<file path="src/rtl/matrix_loader_if.sv">
// Signal bundle between the matrix loader, its upstream byte stream,
// the multiplier's input RAMs and the multiplier start/done handshake.
interface matrix_loader_if #(
   parameter int DW = 8,
   parameter int AW = 6
);
   logic          load_req;
   logic          in_valid;
   logic [DW-1:0] in_data;
   logic          in_last;
   logic          in_ready;
   logic          wrA;
   logic          wrB;
   logic [AW-1:0] waddr;
   logic [DW-1:0] wdata;
   logic          start;
   logic          done;
   logic          busy;
   logic          complete;
   logic          err;

   // Loader side
   modport slave (
      input  load_req, in_valid, in_data, in_last, done,
      output in_ready, wrA, wrB, waddr, wdata, start, busy, complete, err
   );

   // Environment side (stream source, RAMs, multiplier)
   modport master (
      output load_req, in_valid, in_data, in_last, done,
      input  in_ready, wrA, wrB, waddr, wdata, start, busy, complete, err
   );
endinterface

</file>
<file path="src/rtl/matrix_loader.sv">
// Matrix loader: takes a 128-beat row-major stream (A then B), writes each
// matrix column-major into the multiplier RAMs, pulses start after a
// correctly framed load and reports the multiplier's done rising edge.
module matrix_loader #(
   parameter int DW  = 8,
   parameter int DIM = 8,
   parameter int AW  = 6
) (
   input  logic           clk,
   input  logic           reset,
   matrix_loader_if.slave bus
);
   // AW is split evenly into row and column fields (DIM = 2**(AW/2)).
   localparam int LG = AW / 2;
   localparam int CW = AW + 1;
   localparam logic [CW-1:0] LAST_A = CW'(DIM * DIM - 1);
   localparam logic [CW-1:0] LAST_B = CW'(2 * DIM * DIM - 1);

   typedef enum logic [2:0] {
      S_IDLE,
      S_LOAD_A,
      S_LOAD_B,
      S_START,
      S_WAIT_DONE
   } state_t;

   state_t        state_q, state_d;
   logic [CW-1:0] cnt_q, cnt_d;
   logic          err_q, err_d;
   logic          start_q, start_d;
   logic          complete_q, complete_d;
   logic          wra_q, wra_d;
   logic          wrb_q, wrb_d;
   logic [AW-1:0] waddr_q, waddr_d;
   logic [DW-1:0] wdata_q, wdata_d;
   logic          done_q;
   logic          in_ready;
   logic          accept;

   assign in_ready = (state_q == S_LOAD_A) || (state_q == S_LOAD_B);
   assign accept   = bus.in_valid && in_ready;

   assign bus.in_ready = in_ready;
   assign bus.busy     = (state_q != S_IDLE);
   assign bus.err      = err_q;
   assign bus.start    = start_q;
   assign bus.complete = complete_q;
   assign bus.wrA      = wra_q;
   assign bus.wrB      = wrb_q;
   assign bus.waddr    = waddr_q;
   assign bus.wdata    = wdata_q;

   // Next state, beat counter, framing check and registered write port.
   always_comb begin
      state_d    = state_q;
      cnt_d      = cnt_q;
      err_d      = err_q;
      start_d    = 1'b0;
      complete_d = 1'b0;
      wra_d      = 1'b0;
      wrb_d      = 1'b0;
      waddr_d    = waddr_q;
      wdata_d    = wdata_q;

      case (state_q)
         S_IDLE: begin
            if (bus.load_req) begin
               state_d = S_LOAD_A;
               cnt_d   = '0;
               err_d   = 1'b0;
            end
         end

         S_LOAD_A, S_LOAD_B: begin
            if (accept) begin
               // Beat index low bits are {row, col}; swapping the fields
               // gives the column-major address row + DIM*col.
               wra_d   = ~cnt_q[AW];
               wrb_d   = cnt_q[AW];
               waddr_d = {cnt_q[LG-1:0], cnt_q[AW-1:LG]};
               wdata_d = bus.in_data;
               cnt_d   = cnt_q + 1'b1;

               if (cnt_q == LAST_B) begin
                  if (bus.in_last) begin
                     state_d = S_START;
                     start_d = 1'b1;
                  end else begin
                     state_d = S_IDLE;
                     err_d   = 1'b1;
                  end
               end else if (bus.in_last) begin
                  // Early last: the beat is still written, frame dropped.
                  state_d = S_IDLE;
                  err_d   = 1'b1;
               end else if (cnt_q == LAST_A) begin
                  state_d = S_LOAD_B;
               end
            end
         end

         S_START: begin
            state_d = S_WAIT_DONE;
         end

         S_WAIT_DONE: begin
            // Only a fresh low-to-high edge counts; a stale high done waits.
            if (bus.done && !done_q) begin
               state_d    = S_IDLE;
               complete_d = 1'b1;
            end
         end

         default: begin
            state_d = S_IDLE;
         end
      endcase
   end

   // State and output registers; reset abandons any frame in flight.
   always_ff @(posedge clk or posedge reset) begin
      if (reset) begin
         state_q    <= S_IDLE;
         cnt_q      <= '0;
         err_q      <= 1'b0;
         start_q    <= 1'b0;
         complete_q <= 1'b0;
         wra_q      <= 1'b0;
         wrb_q      <= 1'b0;
         waddr_q    <= '0;
         wdata_q    <= '0;
         done_q     <= 1'b0;
      end else begin
         state_q    <= state_d;
         cnt_q      <= cnt_d;
         err_q      <= err_d;
         start_q    <= start_d;
         complete_q <= complete_d;
         wra_q      <= wra_d;
         wrb_q      <= wrb_d;
         waddr_q    <= waddr_d;
         wdata_q    <= wdata_d;
         done_q     <= bus.done;
      end
   end
endmodule

</file>
<file path="src/flat_wrapper.sv">
// flat-port wrapper written by rule: the top's interface ports become plain ports
module matrix_loader_flat 
#(
   parameter int DW  = 8,
   parameter int DIM = 8,
   parameter int AW  = 6
)
  (clk, reset, bus_load_req, bus_in_valid, bus_in_data, bus_in_last, bus_done, bus_in_ready, bus_wrA, bus_wrB, bus_waddr, bus_wdata, bus_start, bus_busy, bus_complete, bus_err);
  matrix_loader_if #(.DW(DW), .AW(AW)) bus_i ();
  input  logic clk;
  input  logic reset;
  input wire logic [$bits(bus_i.load_req)-1:0] bus_load_req;
  input wire logic [$bits(bus_i.in_valid)-1:0] bus_in_valid;
  input wire logic [$bits(bus_i.in_data)-1:0] bus_in_data;
  input wire logic [$bits(bus_i.in_last)-1:0] bus_in_last;
  input wire logic [$bits(bus_i.done)-1:0] bus_done;
  output wire logic [$bits(bus_i.in_ready)-1:0] bus_in_ready;
  output wire logic [$bits(bus_i.wrA)-1:0] bus_wrA;
  output wire logic [$bits(bus_i.wrB)-1:0] bus_wrB;
  output wire logic [$bits(bus_i.waddr)-1:0] bus_waddr;
  output wire logic [$bits(bus_i.wdata)-1:0] bus_wdata;
  output wire logic [$bits(bus_i.start)-1:0] bus_start;
  output wire logic [$bits(bus_i.busy)-1:0] bus_busy;
  output wire logic [$bits(bus_i.complete)-1:0] bus_complete;
  output wire logic [$bits(bus_i.err)-1:0] bus_err;
  assign bus_i.load_req = bus_load_req;
  assign bus_i.in_valid = bus_in_valid;
  assign bus_i.in_data = bus_in_data;
  assign bus_i.in_last = bus_in_last;
  assign bus_i.done = bus_done;
  assign bus_in_ready = bus_i.in_ready;
  assign bus_wrA = bus_i.wrA;
  assign bus_wrB = bus_i.wrB;
  assign bus_waddr = bus_i.waddr;
  assign bus_wdata = bus_i.wdata;
  assign bus_start = bus_i.start;
  assign bus_busy = bus_i.busy;
  assign bus_complete = bus_i.complete;
  assign bus_err = bus_i.err;
  matrix_loader #(.DW(DW), .DIM(DIM), .AW(AW)) u_core (.clk(clk), .reset(reset), .bus(bus_i));
endmodule
</file>
<file path="config.mk">
export PLATFORM = sky130hd
export DESIGN_NAME = matrix_loader_flat
export DESIGN_NICKNAME = d
export VERILOG_FILES = /design/src/rtl/matrix_loader_if.sv /design/src/rtl/matrix_loader.sv /design/src/flat_wrapper.sv
export SDC_FILE = /design/constraint.sdc
export NUM_CORES = 1
export LEC_CHECK = 0
export CORE_UTILIZATION = 51
export DETAILED_ROUTE_END_ITERATION = 10
export PLACE_DENSITY = 0.83
export SYNTH_ARGS = -nofsm -noshare
export SYNTH_HDL_FRONTEND = slang
export SYNTH_SLANG_ARGS = --single-unit
export TNS_END_PERCENT = 30
</file>
<file path="constraint.sdc">
create_clock -name clk -period 3.29 [get_ports clk]
set_clock_uncertainty 0.2 [all_clocks]
set_input_delay 0.4935 -clock clk [delete_from_list [all_inputs] [get_ports clk]]
set_output_delay 0.4935 -clock clk [all_outputs]
set_load 0.01 [all_outputs]
</file>
==> flow_metrics.tcl, run 1 <==
set metrics [dict create \
    status "finished clean" \
    row_count 18 \
    peakVddDrop_v 0.0004840 \
    final.min_clock_period_ps 2530 \
    pin_count 35 \
    globalRouteTotalUtil_pct 22.61 \
    drt-total-wl_um 2546 \
    design.die.area_mm2 0.002839 \
    nFillCells 192 \
    crit_path_end_kind "primary output" \
    num_antenna_cells 0 \
    seq_area_um2 750.7 \
    drv.max_cap_violation_count 0 \
    power.static_leakage_uw 0.0007475 \
    synth_cell_type_count 28 \
    holdBufCountCts 0 \
    reg2reg_setup_slack_ps 980 \
    die_h_um 53.29 \
    yosys_register_bits 30 \
    clock_tree_from_tritoncts "done" \
    synth.yosys.seq_area_share_pct 55.97 \
    layout_common_cells "clkdlybuf4s50_1 (34), dfrtp_1 (30), mux2_2 (15)" \
    route.detailed.wl_per_inst_um 13.76 \
    first_iter_violations 32 \
    finalNetCount 169 \
    port_buffers 34 \
    core_region_area_mm2 0.002477 \
    clock_tree.root_cell "clkbuf_4" \
    critical_path.max_fanout 8 \
    power.density_mw_per_mm2 612.0 \
    clock_insertion_delay_worst_skew_ps 330 \
    gp_routability_congestion 0.8887 \
    fp.dieW_um 53.29 \
    vias 1029 \
    hold_class "register to register" \
    timing.critical_path.from_type "register" \
    place_ws_ps 804.6 \
    finalMaxSlewViolations 0 \
    drc_errors 0 \
    initial_utilization_pct 54.14 \
    worst-endpoint-arrival_ps 1840 \
    syn-num-nets 132 \
    layout.cells.most_common "clkdlybuf4s50_1" \
    cts_max_level 2 \
    global_route.overflow_total 0 \
    antenna_found_initial 0 \
    vias_per_cell 5.562 \
    report.final.hold_viol_count 0 \
    detail_route.first_pass.iterations 5 \
    post-cts-setup-buffer-count 0 \
    max-slew-margin-rel_pct 45.21 \
    timing.setup.tns_ps 0 \
    timing.setup.critical_path_class "register to primary output" \
    synth.cell_area_mm2 0.001341 \
    timing.final.setup_violations 0 \
    maxClockFrequency_ghz 0.3953 \
    post_route_cells_drive_above_1_share_pct 16.77 \
    hpwlAfterDp_um 1847 \
    cts_num_sinks 30 \
    area_growth_syn_to_layout_pct 31.16 \
    cts-resized-gates 0 \
    ctsLongestPathBuffers 2 \
    post-route-period-util_pct 76.89 \
    post_synth_inst_count 117 \
    syn-mean-instance-area_um2 11.46 \
    ant_nets 0 \
    multi_input_comb_area_um2 540.5 \
    number_of_global_route_vias_before_repair 1029 \
    rsz0062_at_grt "no" \
    power_uw 1077 \
    cts_inserted_buffers 5 \
    worstMarginPinSlew_ps 810.4 \
    final.setup.worst_slack_ps 760.3 \
    worst_endpoint_required_time_ps 2600 \
    synth-warning-count 0 \
    grt_max_degree 31 \
    global_route_wire_length_before_repair_um 4395 \
    path_clk_slew_ps 100 \
]
==> power by group <==
group	switching, µW	leakage, µW	internal [µW]
Combinational	145	0.000324	206
Clock	124	0.0000353	103
Sequential	53.1	0.000388	445
==> synth_stat cells <==
cell type / number / area share, %
a21oi_1: 5 / 1.9
a311o_1: 1 / 0.75
a32o_1: 1 / 0.75
a32oi_4: 1 / 2.1
and3_1: 2 / 0.93
buf_2: 4 / 1.5
buf_4: 2 / 1.1
dfrtp_1: 30 / 56
ha_1: 1 / 0.93
inv_1: 4 / 1.1
mux2_2: 15 / 13
nand2_1: 9 / 2.5
nand2b_1: 1 / 0.47
nand3_1: 4 / 1.5
nor2_1: 8 / 2.2
nor2b_1: 2 / 0.93
nor2b_4: 1 / 1.0
nor3_1: 4 / 1.5
nor4_1: 1 / 0.47
nor4b_1: 1 / 0.65
o211ai_1: 1 / 0.56
o21ai_0: 9 / 3.4
o21ai_1: 1 / 0.37
o22ai_1: 2 / 0.93
o31ai_1: 2 / 1.1
or3_1: 2 / 0.93
or4_1: 1 / 0.56
xnor2_1: 2 / 1.3
==> kinds of logic (layout without fill, tap and decap cells) <==
family	count (synthesis)	in the layout	synth area share (%)
buffers and inverters	10	48	3.731
XOR/XNOR	2	2	1.306
AND/OR/NAND/NOR	36	36	13.71
AO/OA/AOI/OAI	23	23	11.75
flip-flops	30	30	55.97
multiplexers	15	15	12.59
adder cells (fa/ha/maj)	1	1	0.9327
==> state kept, by name, indices dropped and copies added (netlist names) <==
signal and flops:
u_core.bus.wdata 8, u_core.cnt_q 7, u_core.bus.waddr 6, u_core.state_q 3
u_core.bus.complete 1, u_core.bus.err 1, u_core.bus.start 1, u_core.bus.wrA 1
u_core.bus.wrB 1, u_core.done_q 1
==> layer usage <==
metal  vias to the layer above  part of all wire [%]  track usage, %
met5                         -                     0               0
met4                         0                   3.1           14.91
met3                         9                   7.0           8.908
met2                        41                    48           32.71
met1                       491                    42           27.44
li1                        488                     -               -
==> worst paths after layout <==
check	start	cells after the start	to
setup / recovery	u_core.state_q[1]$_DFFE_PP0P_	3	bus_in_ready
hold / removal	u_core.bus.wdata[1]$_DFFE_PP0P_	1	u_core.bus.wdata[1]$_DFFE_PP0P_
setup reg to reg	u_core.state_q[1]$_DFFE_PP0P_	4	u_core.bus.waddr[1]$_DFFE_PP0P_
hold reg to reg	u_core.bus.wdata[1]$_DFFE_PP0P_	1	u_core.bus.wdata[1]$_DFFE_PP0P_
max in group asynchronous	reset	3	u_core.bus.complete$_DFF_PP0_
min in group asynchronous	reset	3	u_core.bus.start$_DFF_PP0_
==> worst max-delay path, cell delays in order, from the launching register on <==
cell,delay (ps)
dfrtp_1,510
xnor2_1,220
nor2_1,200
clkdlybuf4s50_1,580
==> area by class of cell <==
| cell class | count | area share, % |
|---|---|---|
| sequential | 30 | 42.67 |
| clock inverter | 1 | 0.2845 |
| tap | 30 | 2.134 |
| timing repair buffer | 36 | 20.20 |
| clock buffer | 7 | 3.129 |
| multi-input combinational | 77 | 30.73 |
| inverter | 4 | 0.8535 |
==> metrics by stage <==
stage                     util [%]  hold WS [ps]  instances  instance area, µm²
after floorplan                  -         262.8        117                1341
after global placement       68.59         288.7        177                1699
after detailed placement     68.59         296.6        177                1699
after CTS                    71.01         311.4        185                1759
after global routing         71.01         322.7        185                1759
final                        71.01         310.8        185                1759
No activity file was read; power rests on OpenSTA's default activity.
==> inputs of run 2 (changes only) <==
Settings changed: CORE_UTILIZATION 51 to 47, PLACE_DENSITY 0.83 to 0.78.
Clock period 3.29 ns to 2.5 ns, I/O delays scaled along.
==> run 2 against run 1 <==
Effect of this change: sequential power is 32% higher; wire length is 5.1% higher; cell count is 1.6% higher; critical path depth stayed put; power is 33% higher; critical path type unchanged; flip-flop and latch count stayed put; global-route usage is 2.5 points lower; via count is 0.19% lower; cell area is 0.92% higher; sequential share of layout area is 0.39 points lower; die area is 8.2% higher; worst setup slack worse by 660 ps.
==> flow_metrics.tcl, run 2 (synthesized netlist as in run 1, its figures left out) <==
set metrics [dict create \
    port_buffers 34 \
    dpl-instance-area_mm2 0.001715 \
    place_ws_ps 206.2 \
    cts_num_sinks 30 \
    clock_tree.root_cell "clkbuf_4" \
    drt-total-wl_um 2675 \
    post-cts-setup-buffer-count 0 \
    globalRouteTotalUtil_pct 20.06 \
    post-route-cell-area_mm2 0.001775 \
    route.detailed.wl_per_inst_um 14.23 \
    worst-endpoint-arrival_ps 1820 \
    critical_path.max_fanout 8 \
    core_region_area_mm2 0.002734 \
    slowest_delay_ps 590 \
    final.min_clock_period_ps 2397 \
    largest_register_ff_count 8 \
    timing.final.setup_violations 0 \
    worstMarginPinSlew_ps 422.6 \
    number_of_global_route_vias_before_repair 1060 \
    finalMaxSlewViolations 0 \
    finalNetCount 171 \
    crit_slowest_cell "clkdlybuf4s50_1" \
    area_growth_syn_to_layout_pct 32.37 \
    power.density_mw_per_mm2 803.9 \
    global_route_wire_length_before_repair_um 4705 \
    power.static_leakage_uw 0.0007571 \
    layout_common_cells "clkdlybuf4s50_1 (34), dfrtp_1 (30), mux2_2 (15)" \
    post-route-period-util_pct 95.87 \
    timing.setup.critical_path_class "register to primary output" \
    vias 1027 \
    crit_path_end_kind "primary output" \
    cts_inserted_buffers 5 \
    antenna_found_initial 0 \
    hpwlAfterDp_um 1980 \
    initial_utilization_pct 49.06 \
    timing.critical_path.from_type "register" \
    vias_per_cell 5.463 \
    grt_max_degree 31 \
    layout.cells.most_common "clkdlybuf4s50_1" \
    report.final.hold_viol_count 0 \
    ant_nets 0 \
    pin_count 35 \
    maxClockFrequency_ghz 0.4172 \
    gp_routability_congestion 0.8419 \
    worst_endpoint_required_time_ps 1920 \
    hold_class "input port to async pin" \
    design.die.area_mm2 0.003071 \
    num_antenna_cells 0 \
    reg2reg_setup_slack_ps 470 \
    ctsLongestPathBuffers 2 \
    critical_path.cell_chain "xnor2_1 > nor2_1 > clkdlybuf4s50_1" \
    first_iter_violations 28 \
    rsz0062_at_grt "no" \
    clock_tree_from_tritoncts "done" \
    status "finished clean" \
    cts_max_level 2 \
    worst_hold_slack_ps 208.7 \
    drc_errors 0 \
    die_h_um 55.42 \
    holdBufCountCts 0 \
    drv.max_cap_violation_count 0 \
    peakVddDrop_v 0.0007096 \
    ff2ff_path_depth 4 \
    post_route_cells_drive_above_1_share_pct 17.83 \
    timing.setup.tns_ps 0 \
    global_route.overflow_total 0 \
    path_clk_slew_ps 90 \
    detail_route.first_pass.iterations 4 \
    max-slew-margin-rel_pct 71.70 \
    fp.dieW_um 55.42 \
    final.setup.worst_slack_ps 103.3 \
    rr_startpoint "u_core.state_q[1]$_DFFE_PP0P_" \
    r2r_end "u_core.bus.waddr[5]$_DFFE_PP0P_" \
    cts-resized-gates 0 \
    row_count 19 \
    clock_insertion_delay_worst_skew_ps 330 \
]
## run 2: changes by cell type in the layout (fill, tap and decap cells not counted), sizes merged
cell  previous run  this run
buf              2         4
## run 2: worst max path at each step
stage / startpoint / to / slack (ps) / depth (start not counted)
global placement: bus_in_valid / u_core.cnt_q[5]$_DFFE_PP0P_ / 260 / 5
global route: u_core.state_q[1]$_DFFE_PP0P_ / bus_in_ready / 40 / 3
CTS: u_core.state_q[1]$_DFFE_PP0P_ / bus_in_ready / 100 / 3
detailed placement: bus_in_valid / u_core.cnt_q[5]$_DFFE_PP0P_ / 210 / 5
floorplan: u_core.state_q[0]$_DFFE_PP0P_ / u_core.bus.waddr[0]$_DFFE_PP0P_ / 700 / 5
finish: u_core.state_q[1]$_DFFE_PP0P_ / bus_in_ready / 100 / 3
## run 2: power by group
group / internal, µW / switching, µW
Clock: 136 / 162
Sequential: 585 / 72.9
Combinational: 278 / 193
## run 2: layout make-up
type / instances / area (µm²)
clock buffer: 7 / 55.05
clock inverter: 1 / 5.005
fill: 218 / 958.4
inverter: 4 / 15.01
multi-input combinational: 77 / 540.5
sequential: 30 / 750.7
tap: 31 / 38.79
timing repair buffer: 38 / 370.4
## run 2: layer usage
metal	global-route usage [%]	vias to the layer above	wire length, µm
li1	-	495	-
met1	25.00	503	1134
met2	30.81	23	1380
met3	7.260	6	111
met4	10.00	0	48
met5	0	-	0
## run 2: through the flow
stage	total power, µW	utilization [%]	cells
after CTS	1442	64.94	188
after global placement	1117	62.75	180
after detailed placement	1144	62.75	180
after floorplan	900.1	-	117
after global routing	1512	64.94	188
final	1427	64.94	188
## run 2: worst max-delay path, delay by kind of cell (launching register included)
family | cells | cell delay (ps)
buf+inv | 1 | 590
simple gates | 1 | 200
flops | 1 | 500
xor+xnor | 1 | 210
